**src/rtl/irq_ack_sequencer_if.sv**
```systemverilog
// CPU-side vector handshake between the interrupt sequencer and its consumer.
// The master presents {bus, chan} with irq_valid; the slave accepts with irq_ready.
interface irq_ack_sequencer_if;
  localparam int unsigned VEC_W = 6;

  logic             irq_valid;
  logic [VEC_W-1:0] irq_vec;
  logic             irq_ready;

  modport master (
    output irq_valid,
    output irq_vec,
    input  irq_ready
  );

  modport slave (
    input  irq_valid,
    input  irq_vec,
    output irq_ready
  );
endinterface

```
**src/rtl/irq_ack_sequencer.sv**
```systemverilog
// Captures interrupt request pulses into pending bits and latches the resolver winner.
// It presents the winner to the CPU, then clears it and acks the source on acceptance.
module irq_ack_sequencer (
  input  logic                    clk,
  input  logic                    rst_n,
  input  logic [8:0]              req_a_i,
  input  logic [8:0]              req_b_i,
  input  logic [8:0]              req_c_i,
  input  logic                    en_i,
  output logic [8:0]              pend_a_o,
  output logic [8:0]              pend_b_o,
  output logic [8:0]              pend_c_o,
  input  logic                    pa_i,
  input  logic                    pb_i,
  input  logic                    pc_i,
  input  logic [3:0]              chan_i,
  irq_ack_sequencer_if.master     cpu,
  output logic [8:0]              ack_a_o,
  output logic [8:0]              ack_b_o,
  output logic [8:0]              ack_c_o,
  output logic                    err_o
);
  localparam int unsigned NCH    = 9;
  localparam int unsigned CHAN_W = 4;
  localparam int unsigned BUS_W  = 2;
  localparam int unsigned VEC_W  = BUS_W + CHAN_W;

  localparam logic [BUS_W-1:0]  BUS_A    = 2'd0;
  localparam logic [BUS_W-1:0]  BUS_B    = 2'd1;
  localparam logic [BUS_W-1:0]  BUS_C    = 2'd2;
  localparam logic [CHAN_W-1:0] CHAN_MAX = 4'd8;

  typedef enum logic [1:0] {
    IDLE = 2'd0,
    PRES = 2'd1,
    GAP  = 2'd2
  } state_e;

  state_e             state_q, state_d;
  logic [NCH-1:0]     pend_a_q, pend_a_d;
  logic [NCH-1:0]     pend_b_q, pend_b_d;
  logic [NCH-1:0]     pend_c_q, pend_c_d;
  logic [NCH-1:0]     ack_a_q, ack_a_d;
  logic [NCH-1:0]     ack_b_q, ack_b_d;
  logic [NCH-1:0]     ack_c_q, ack_c_d;
  logic               valid_q, valid_d;
  logic [VEC_W-1:0]   vec_q, vec_d;
  logic               err_q, err_d;

  logic [1:0]         flag_cnt;
  logic               code_illegal;
  logic [BUS_W-1:0]   win_bus;
  logic [NCH-1:0]     chan_mask;
  logic [NCH-1:0]     clr_a, clr_b, clr_c;

  // Resolver code qualification and winner bus encoding.
  always_comb begin
    flag_cnt     = 2'(pa_i) + 2'(pb_i) + 2'(pc_i);
    code_illegal = (flag_cnt > 2'd1) || (chan_i > CHAN_MAX);
    if (pa_i) begin
      win_bus = BUS_A;
    end else if (pb_i) begin
      win_bus = BUS_B;
    end else begin
      win_bus = BUS_C;
    end
    chan_mask = NCH'(1) << vec_q[CHAN_W-1:0];
  end

  // Next-state, clear mask and registered-output next values.
  always_comb begin
    state_d  = state_q;
    valid_d  = valid_q;
    vec_d    = vec_q;
    err_d    = err_q;
    clr_a    = '0;
    clr_b    = '0;
    clr_c    = '0;

    case (state_q)
      IDLE: begin
        if (en_i) begin
          if (code_illegal) begin
            err_d = 1'b1;
          end else if (flag_cnt == 2'd1) begin
            vec_d   = {win_bus, chan_i};
            valid_d = 1'b1;
            state_d = PRES;
          end
        end
      end
      PRES: begin
        if (cpu.irq_ready) begin
          case (vec_q[VEC_W-1:CHAN_W])
            BUS_A:   clr_a = chan_mask;
            BUS_B:   clr_b = chan_mask;
            default: clr_c = chan_mask;
          endcase
          valid_d = 1'b0;
          state_d = GAP;
        end
      end
      GAP: begin
        state_d = IDLE;
      end
      default: begin
        state_d = IDLE;
      end
    endcase

    // A request arriving on the clearing edge keeps its bit set.
    pend_a_d = (pend_a_q & ~clr_a) | req_a_i;
    pend_b_d = (pend_b_q & ~clr_b) | req_b_i;
    pend_c_d = (pend_c_q & ~clr_c) | req_c_i;
    ack_a_d  = clr_a;
    ack_b_d  = clr_b;
    ack_c_d  = clr_c;
  end

  always_ff @(posedge clk) begin
    if (!rst_n) begin
      state_q  <= IDLE;
      pend_a_q <= '0;
      pend_b_q <= '0;
      pend_c_q <= '0;
      ack_a_q  <= '0;
      ack_b_q  <= '0;
      ack_c_q  <= '0;
      valid_q  <= 1'b0;
      vec_q    <= '0;
      err_q    <= 1'b0;
    end else begin
      state_q  <= state_d;
      pend_a_q <= pend_a_d;
      pend_b_q <= pend_b_d;
      pend_c_q <= pend_c_d;
      ack_a_q  <= ack_a_d;
      ack_b_q  <= ack_b_d;
      ack_c_q  <= ack_c_d;
      valid_q  <= valid_d;
      vec_q    <= vec_d;
      err_q    <= err_d;
    end
  end

  assign pend_a_o      = pend_a_q;
  assign pend_b_o      = pend_b_q;
  assign pend_c_o      = pend_c_q;
  assign ack_a_o       = ack_a_q;
  assign ack_b_o       = ack_b_q;
  assign ack_c_o       = ack_c_q;
  assign err_o         = err_q;
  assign cpu.irq_valid = valid_q;
  assign cpu.irq_vec   = vec_q;
endmodule

```
**src/flat_wrapper.sv**
```systemverilog
// flat-port wrapper written by rule: the top's interface ports become plain ports
module irq_ack_sequencer_flat 
  (clk, rst_n, req_a_i, req_b_i, req_c_i, en_i, pend_a_o, pend_b_o, pend_c_o, pa_i, pb_i, pc_i, chan_i, ack_a_o, ack_b_o, ack_c_o, err_o, cpu_irq_valid, cpu_irq_vec, cpu_irq_ready);
  irq_ack_sequencer_if cpu_i ();
  input  logic clk;
  input  logic rst_n;
  input  logic [8:0] req_a_i;
  input  logic [8:0] req_b_i;
  input  logic [8:0] req_c_i;
  input  logic en_i;
  output logic [8:0] pend_a_o;
  output logic [8:0] pend_b_o;
  output logic [8:0] pend_c_o;
  input  logic pa_i;
  input  logic pb_i;
  input  logic pc_i;
  input  logic [3:0] chan_i;
  output logic [8:0] ack_a_o;
  output logic [8:0] ack_b_o;
  output logic [8:0] ack_c_o;
  output logic err_o;
  output wire logic [$bits(cpu_i.irq_valid)-1:0] cpu_irq_valid;
  output wire logic [$bits(cpu_i.irq_vec)-1:0] cpu_irq_vec;
  input wire logic [$bits(cpu_i.irq_ready)-1:0] cpu_irq_ready;
  assign cpu_irq_valid = cpu_i.irq_valid;
  assign cpu_irq_vec = cpu_i.irq_vec;
  assign cpu_i.irq_ready = cpu_irq_ready;
  irq_ack_sequencer u_core (.clk(clk), .rst_n(rst_n), .req_a_i(req_a_i), .req_b_i(req_b_i), .req_c_i(req_c_i), .en_i(en_i), .pend_a_o(pend_a_o), .pend_b_o(pend_b_o), .pend_c_o(pend_c_o), .pa_i(pa_i), .pb_i(pb_i), .pc_i(pc_i), .chan_i(chan_i), .cpu(cpu_i), .ack_a_o(ack_a_o), .ack_b_o(ack_b_o), .ack_c_o(ack_c_o), .err_o(err_o));
endmodule
```
**config.mk**
```make
export PLATFORM = sky130hd
export DESIGN_NAME = irq_ack_sequencer_flat
export DESIGN_NICKNAME = d
export VERILOG_FILES = /design/src/rtl/irq_ack_sequencer_if.sv /design/src/rtl/irq_ack_sequencer.sv /design/src/flat_wrapper.sv
export SDC_FILE = /design/constraint.sdc
export NUM_CORES = 1
export LEC_CHECK = 0
export CAP_MARGIN = 15
export CORE_MARGIN = 2
export CORE_UTILIZATION = 38
export DETAILED_ROUTE_END_ITERATION = 10
export GPL_TIMING_DRIVEN = 0
export PLACE_DENSITY = 0.76
export SLEW_MARGIN = 15
export SYNTH_ARGS = -nofsm -noshare
export SYNTH_HDL_FRONTEND = slang
export SYNTH_SLANG_ARGS = --single-unit
```
**constraint.sdc**
```tcl
create_clock -name clk -period 1.88 [get_ports clk]
set_input_delay 0.47 -clock clk [delete_from_list [all_inputs] [get_ports clk]]
set_output_delay 0.47 -clock clk [all_outputs]
set_load 0.05 [all_outputs]
```
==> results of run 1 <==
==> cells in the mapped netlist, types with 2 or more instances <==
| cell type | n |
|---|---|
| buf_6 | 4 |
| dfxtp_1 | 64 |
| clkbuf_1 | 5 |
| buf_4 | 2 |
| nand4bb_1 | 4 |
| o21ai_0 | 27 |
| inv_1 | 2 |
| nor3_1 | 4 |
| nor3_2 | 5 |
| buf_2 | 8 |
| o21a_1 | 2 |
| and3_1 | 2 |
| nand2_1 | 14 |
| nor2_1 | 58 |
| nand4_1 | 2 |
| or4b_1 | 3 |
| a21oi_1 | 19 |
| mux2i_1 | 6 |
==> state kept, by name, summed over array words and instances (netlist names) <==
register / flops
u_core.ack_a_o: 9
u_core.ack_b_o: 9
u_core.ack_c_o: 9
u_core.pend_a_o: 9
u_core.pend_b_o: 9
u_core.pend_c_o: 9
u_core.cpu.irq_vec: 6
u_core.state_q: 2
u_core.cpu.irq_valid: 1
u_core.err_o: 1
==> worst min-delay path by stage <==
stage | startpoint | slack, ns | endpoint
after floorplan | u_core.state_q[0] | 0.54 | u_core.state_q[1]
after global placement | u_core.err_o | 0.45 | u_core.err_o
after detailed placement | u_core.err_o | 0.46 | u_core.err_o
after CTS | cpu_irq_ready | 0.46 | u_core.state_q[1]
after global routing | rst_n | 0.48 | u_core.cpu.irq_vec[4]
final | u_core.err_o | 0.47 | u_core.err_o
==> kinds of logic (layout without fill, tap and decap cells) <==
family                     Yosys count  in the layout  share of synthesized area, %
adders and majority gates            1              1                         0.862
and+or+nand+nor                    103            103                          23.6
buffers and inverters               21            134                          5.44
AOI/OAI and AO/OA                   53             53                          12.4
DFF                                 64             64                          55.1
muxes                                6              6                          2.58
==> area by class of cell <==
type,instances,area share (%)
flip-flops and latches,64,36.5
multi-input cells,163,26.6
clock buffers,12,4.43
repair buffers,98,25.6
well taps,75,2.68
clock inverters,3,0.500
inverters,2,0.214
plain buffers,19,3.50
==> metrics by stage <==
| step | setup slack [ns] | util, % | cells |
|---|---|---|---|
| 2_1_floorplan | 0.0715 | - | 248 |
| 3_3_place_gp | -0.523 | 57.2 | 420 |
| 3_5_place_dp | -0.546 | 57.2 | 420 |
| 4_1_cts | 0.00693 | 59.1 | 435 |
| 5_1_grt | 0.0153 | 59.2 | 436 |
| 6_report | 0.0619 | 59.2 | 436 |
==> timing repair <==
item                                    4_1_cts  5_1_grt
resized for setup                            68        2
pin swaps                                     1        2
setup buffers                                 0        1
hold buffers                                  0        0
endpoints found under the setup margin       69        7
==> power breakdown <==
| group | internal [mW] | switching (mW) |
|---|---|---|
| logic | 0.178 | 0.296 |
| registers | 1.41 | 0.0273 |
| clock network | 0.539 | 0.490 |
==> layer usage <==
| layer | part of all wire [%] | track usage [%] |
|---|---|---|
| met1 | 41 | 20.2 |
| met2 | 49 | 32.3 |
| met3 | 7.6 | 7.39 |
| met4 | 2.5 | 7.83 |
| met5 | 0 | 0 |
==> results.tsv, run 1 <==
metric	value	unit
status	finished, final reports clean	
Multi-input gate area	931	µm²
async set-reset flop share out of synthesis	0	%
DRT iter0 DRCs	73	
starting density of the core	39.2	%
share of post-route cells with drive strength above 1	11.1	%
clock net sink count	64	
final hold violations	0	
Finished Cell Area	3510	µm²
Buf+Inv Stages, Crit Path	1	
worst-case clock buffer depth	2	
flop2flop setup slack	0.42	ns
fill cell count	559	
first-pass GRT wire length	9.20	mm
core area	5920	µm²
initial antenna violation count	0	
sequential area share after synthesis	55.1	%
routed via count	2103	
Tmin final	1.82	ns
RSZ-0062 raised after global routing	no	
slew at the pin with the worst max-slew slack	0.520	ns
slowest cell on the critical path	dlygate4sd2_1	
CP Max Fanout	6	
net count after synthesis	287	
routed length per instance	13.9	µm
pwr/cell area	838	nW/µm²
Num CTS Buffers	9	
Root Buffer	clkbuf_8	
crit path DAT	1.35	ns
Reg-to-Reg Start	u_core.state_q[0]	
max-cap check violation count	0	
Setup crit end kind	primary output	
H-tree levels	3	
reg2reg path depth	3	
cells along the critical path	dlygate4sd2_1	
Critical Path RT	1.41	ns
TritonCTS clock tree	yes	
fin. max-slew vios	0	
hold path depth	1	
Placed Area	3390	µm²
number of cells on the critical path	1	
clk_lat worst skew	0.33	ns
Finish-stage setup viols	0	
final WL	6.05	mm
Crit Path Category	flop to primary output	
synthesis-to-layout area growth	50.9	%
DRC errors left	0	
worst clock skew	0.00676	ns
gr ovfl total	0	
crit share post-route	96.7	%
Worst setup SP type	flop	
Final Power	2.94	mW
most common cell after layout, fill and taps aside	dfxtp_1	
flops & latches, synth	64	
number of synthesized flops with an enable pin	0	
DR pass1 iterations	4	
# rows	28	
Worst Setup SP	u_core.cpu.irq_vec[5]	
Placer Congestion	0.744	
Synth area leader	dfxtp_1	
Register Area	1280	µm²
post-detailed-placement half-perimeter wirelength	4.48	mm
top post-synthesis cells by area	dfxtp_1, nor2_1, o21ai_0	
commonest non-fill, non-tap cells in the layout	dfxtp_1, dlygate4sd2_1, nor2_1, clkdlybuf4s50_1, o21ai_0	
die area	6760	µm²
die height	82.2	µm
I/O pin count	100	
PortBufs	97	
synth warn	0	
Leak	1.59	nW
Cells after Synth	248	
nets@finish	396	
syn avg cell area	9.37	µm²
Peak VDD IR	0.000476	V
Slew headroom	65.5	%
Hold Crit Class	flop to flop	
CP endpoint	cpu_irq_vec[5]	
dominant delay contributor by cell family on the critical path	buffers and inverters	
top-area cell type share of the netlist area	55.1	%
antenna fix cells	0	
GRT Total Usage	18.7	%
CP max stage delay	0.58	ns
Yosys cell types	35	
Setup TNS Final	0	ns
vias in the first global route	1963	
die width	82.2	µm
Final ANT Viol Nets	0	
largest net degree at the start of global routing	12	
clk slew on worst S/H paths	0.06	ns
Max Clock Freq	0.550	GHz
ys flop type	dfxtp_1	
Synth Cell Area	2320	µm²
r2r endpoint	u_core.ack_b_o[4]	
vias per cell	4.82	
Worst Hold Slack	0.466	ns
Power figures use the tool's default switching activity.
==> inputs of run 2 (changes only) <==
- GPL_TIMING_DRIVEN: 0 -> 1
==> run 2 against run 1 <==
  * Register-to-register slack got worse by 0.08 ns
  * Worst setup slack improved by 0.017 ns
  * Clock power fell by 9%
  * Fmax rose by 0.94%
  * First-iteration DRC count fell by 2.7%
  * Combinational power rose by 4.2%
  * Hold slack improved by 0.012 ns
  * Clock skew rose by 0.00083 ns
  * Design area fell by 1.0%
  * Critical path type is now input port to flop
  * Critical path depth rose by 5
==> results.tsv, run 2 (synthesis results as in run 1) <==
metric	value	unit	change
Leak	1.46	nW	-8.1%
Multi-input gate area	936	µm²	+0.54%
TritonCTS clock tree	yes		
Num CTS Buffers	9		unchanged
routed via count	2109		+0.29%
largest net degree at the start of global routing	46		+34
GRT Total Usage	17.9	%	-0.78 points
vias in the first global route	1930		-1.7%
Crit Path Category	input port to flop		
slew at the pin with the worst max-slew slack	0.405	ns	-0.115 ns
initial antenna violation count	0		unchanged
Critical Path RT	2.12	ns	+0.71 ns
Peak VDD IR	0.000373	V	-22%
Setup crit end kind	flop		
core area	5920	µm²	unchanged
Slew headroom	73.0	%	+7.5 points
first-pass GRT wire length	9.09	mm	-1.2%
DRT iter0 DRCs	71		-2.7%
Final Util	58.6	%	-0.59 points
starting density of the core	39.2	%	unchanged
r2r endpoint	u_core.pend_a_o[8]		
post-detailed-placement half-perimeter wirelength	4.52	mm	+0.92%
die width	82.2	µm	unchanged
clk slew on worst S/H paths	0.06	ns	about the same
clk_lat worst skew	0.33	ns	about the same
CTS Hold Bufs	0		unchanged
# rows	28		unchanged
Setup TNS Final	0	ns	unchanged
hold path depth	1		unchanged
RSZ-0062 raised after global routing	no		
flop2flop setup slack	0.34	ns	-0.08 ns
pwr/cell area	827	nW/µm²	-1.3%
Tmin final	1.80	ns	-0.0169 ns
pre-CTS WS	-0.573	ns	-0.0275 ns
gr ovfl total	0		unchanged
Final Power	2.87	mW	-2.3%
Finished Cell Area	3470	µm²	-1.0%
Final WS setup	0.0787	ns	+0.0169 ns
reg2reg path depth	3		unchanged
Reg-to-Reg Start	u_core.cpu.irq_vec[3]		
Finish-stage setup viols	0		unchanged
clock net sink count	64		unchanged
min-delay src	u_core.err_o		
antenna fix cells	0		unchanged
Root Buffer	clkbuf_8		
worst-case clock buffer depth	2		unchanged
fin cells	433		-0.69%
placed cells	418		-0.48%
Worst Hold Slack	0.477	ns	+0.0119 ns
status	finished, final reports clean		
fin. max-slew vios	0		unchanged
die height	82.2	µm	unchanged
hold endpoint	u_core.err_o		
Register Area	1280	µm²	unchanged
vias per cell	4.87		+0.98%
final hold violations	0		unchanged
Placer Congestion	0.741		-0.38%
crit path DAT	2.04	ns	+0.69 ns
die area	6760	µm²	unchanged
PortBufs	99		+2.1%
I/O pin count	100		unchanged
share of post-route cells with drive strength above 1	28.2	%	+17 points
most common cell after layout, fill and taps aside	buf_4		
synthesis-to-layout area growth	49.4	%	
final WL	5.93	mm	-2.0%
routed length per instance	13.7	µm	-1.3%
commonest non-fill, non-tap cells in the layout	buf_4, dfxtp_1, nor2_1, clkdlybuf4s50_1, o21ai_0		
DRC errors left	0		unchanged
H-tree levels	3		unchanged
Final ANT Viol Nets	0		unchanged
Max Clock Freq	0.555	GHz	+0.94%
fill cell count	549		-1.8%
Worst setup SP type	input port		
CP Max Fanout	4		-2
nets@finish	393		-0.76%
crit share post-route	95.8	%	-0.90 points
max-cap check violation count	0		unchanged
Hold Crit Class	flop to flop		
DR pass1 iterations	4		unchanged
Placed Area	3300	µm²	-2.7%
worst clock skew	0.00760	ns	+0.000835 ns
-- run 2: changes by cell type in the layout (fill, tap and decap cells not counted), moves of 2 or more --
cell	previous run	this run
clkdlybuf4s50_1	32	34
buf_2	8	0
clkbuf_8	11	9
buf_4	2	72
clkbuf_1	6	2
buf_12	0	4
buf_6	5	1
dlygate4sd2_1	63	3
-- run 2: worst max-delay path: stages --
cell and delay, ns:
dlygate4sd2_1 0.25, fa_1 0.56, nor4bb_4 0.22, and3_4 0.23, buf_6 0.11, mux2i_1 0.20
-- run 2: repair_timing --
item                       in CTS  in global routing
resized for setup               7                  0
setup buffers                   0                  0
setup endpoints to repair       7                  0
-- run 2: how the worst max path moves through the flow --
stage	startpoint	to	slack, ns
6_report	pc_i	u_core.cpu.irq_vec[0]	0.08
5_1_grt	pc_i	u_core.cpu.irq_vec[0]	0.02
4_1_cts	pc_i	u_core.cpu.irq_vec[0]	0.08
3_5_place_dp	pa_i	u_core.cpu.irq_vec[0]	-0.57
3_3_place_gp	pa_i	u_core.cpu.irq_vec[0]	-0.46
2_1_floorplan	pa_i	u_core.cpu.irq_vec[5]	0.07
-- run 2: report_power, final --
group          switching, mW  leakage, nW  internal (mW)
Clock                  0.469       0.0789          0.464
Combinational          0.292        0.853          0.202
Sequential            0.0344        0.525           1.41
-- run 2: routing by layer --
metal	track usage [%]	share of wire, %	vias up	wire (µm)
met3	4.67	6.1	8	364
met4	7.50	1.1	0	63
met2	30.8	51	76	3020
met1	21.1	42	972	2490
met5	0	0	-	0
li1	-	-	1053	-
-- run 2: layout make-up --
| cell class | count | share of cell area, % |
|---|---|---|
| clock buffer | 11 | 3.79 |
| clock inverter | 4 | 0.649 |
| inverter | 2 | 0.216 |
| multi-input combinational | 163 | 27.0 |
| sequential | 64 | 36.9 |
| tap | 75 | 2.70 |
| timing repair buffer | 114 | 28.8 |
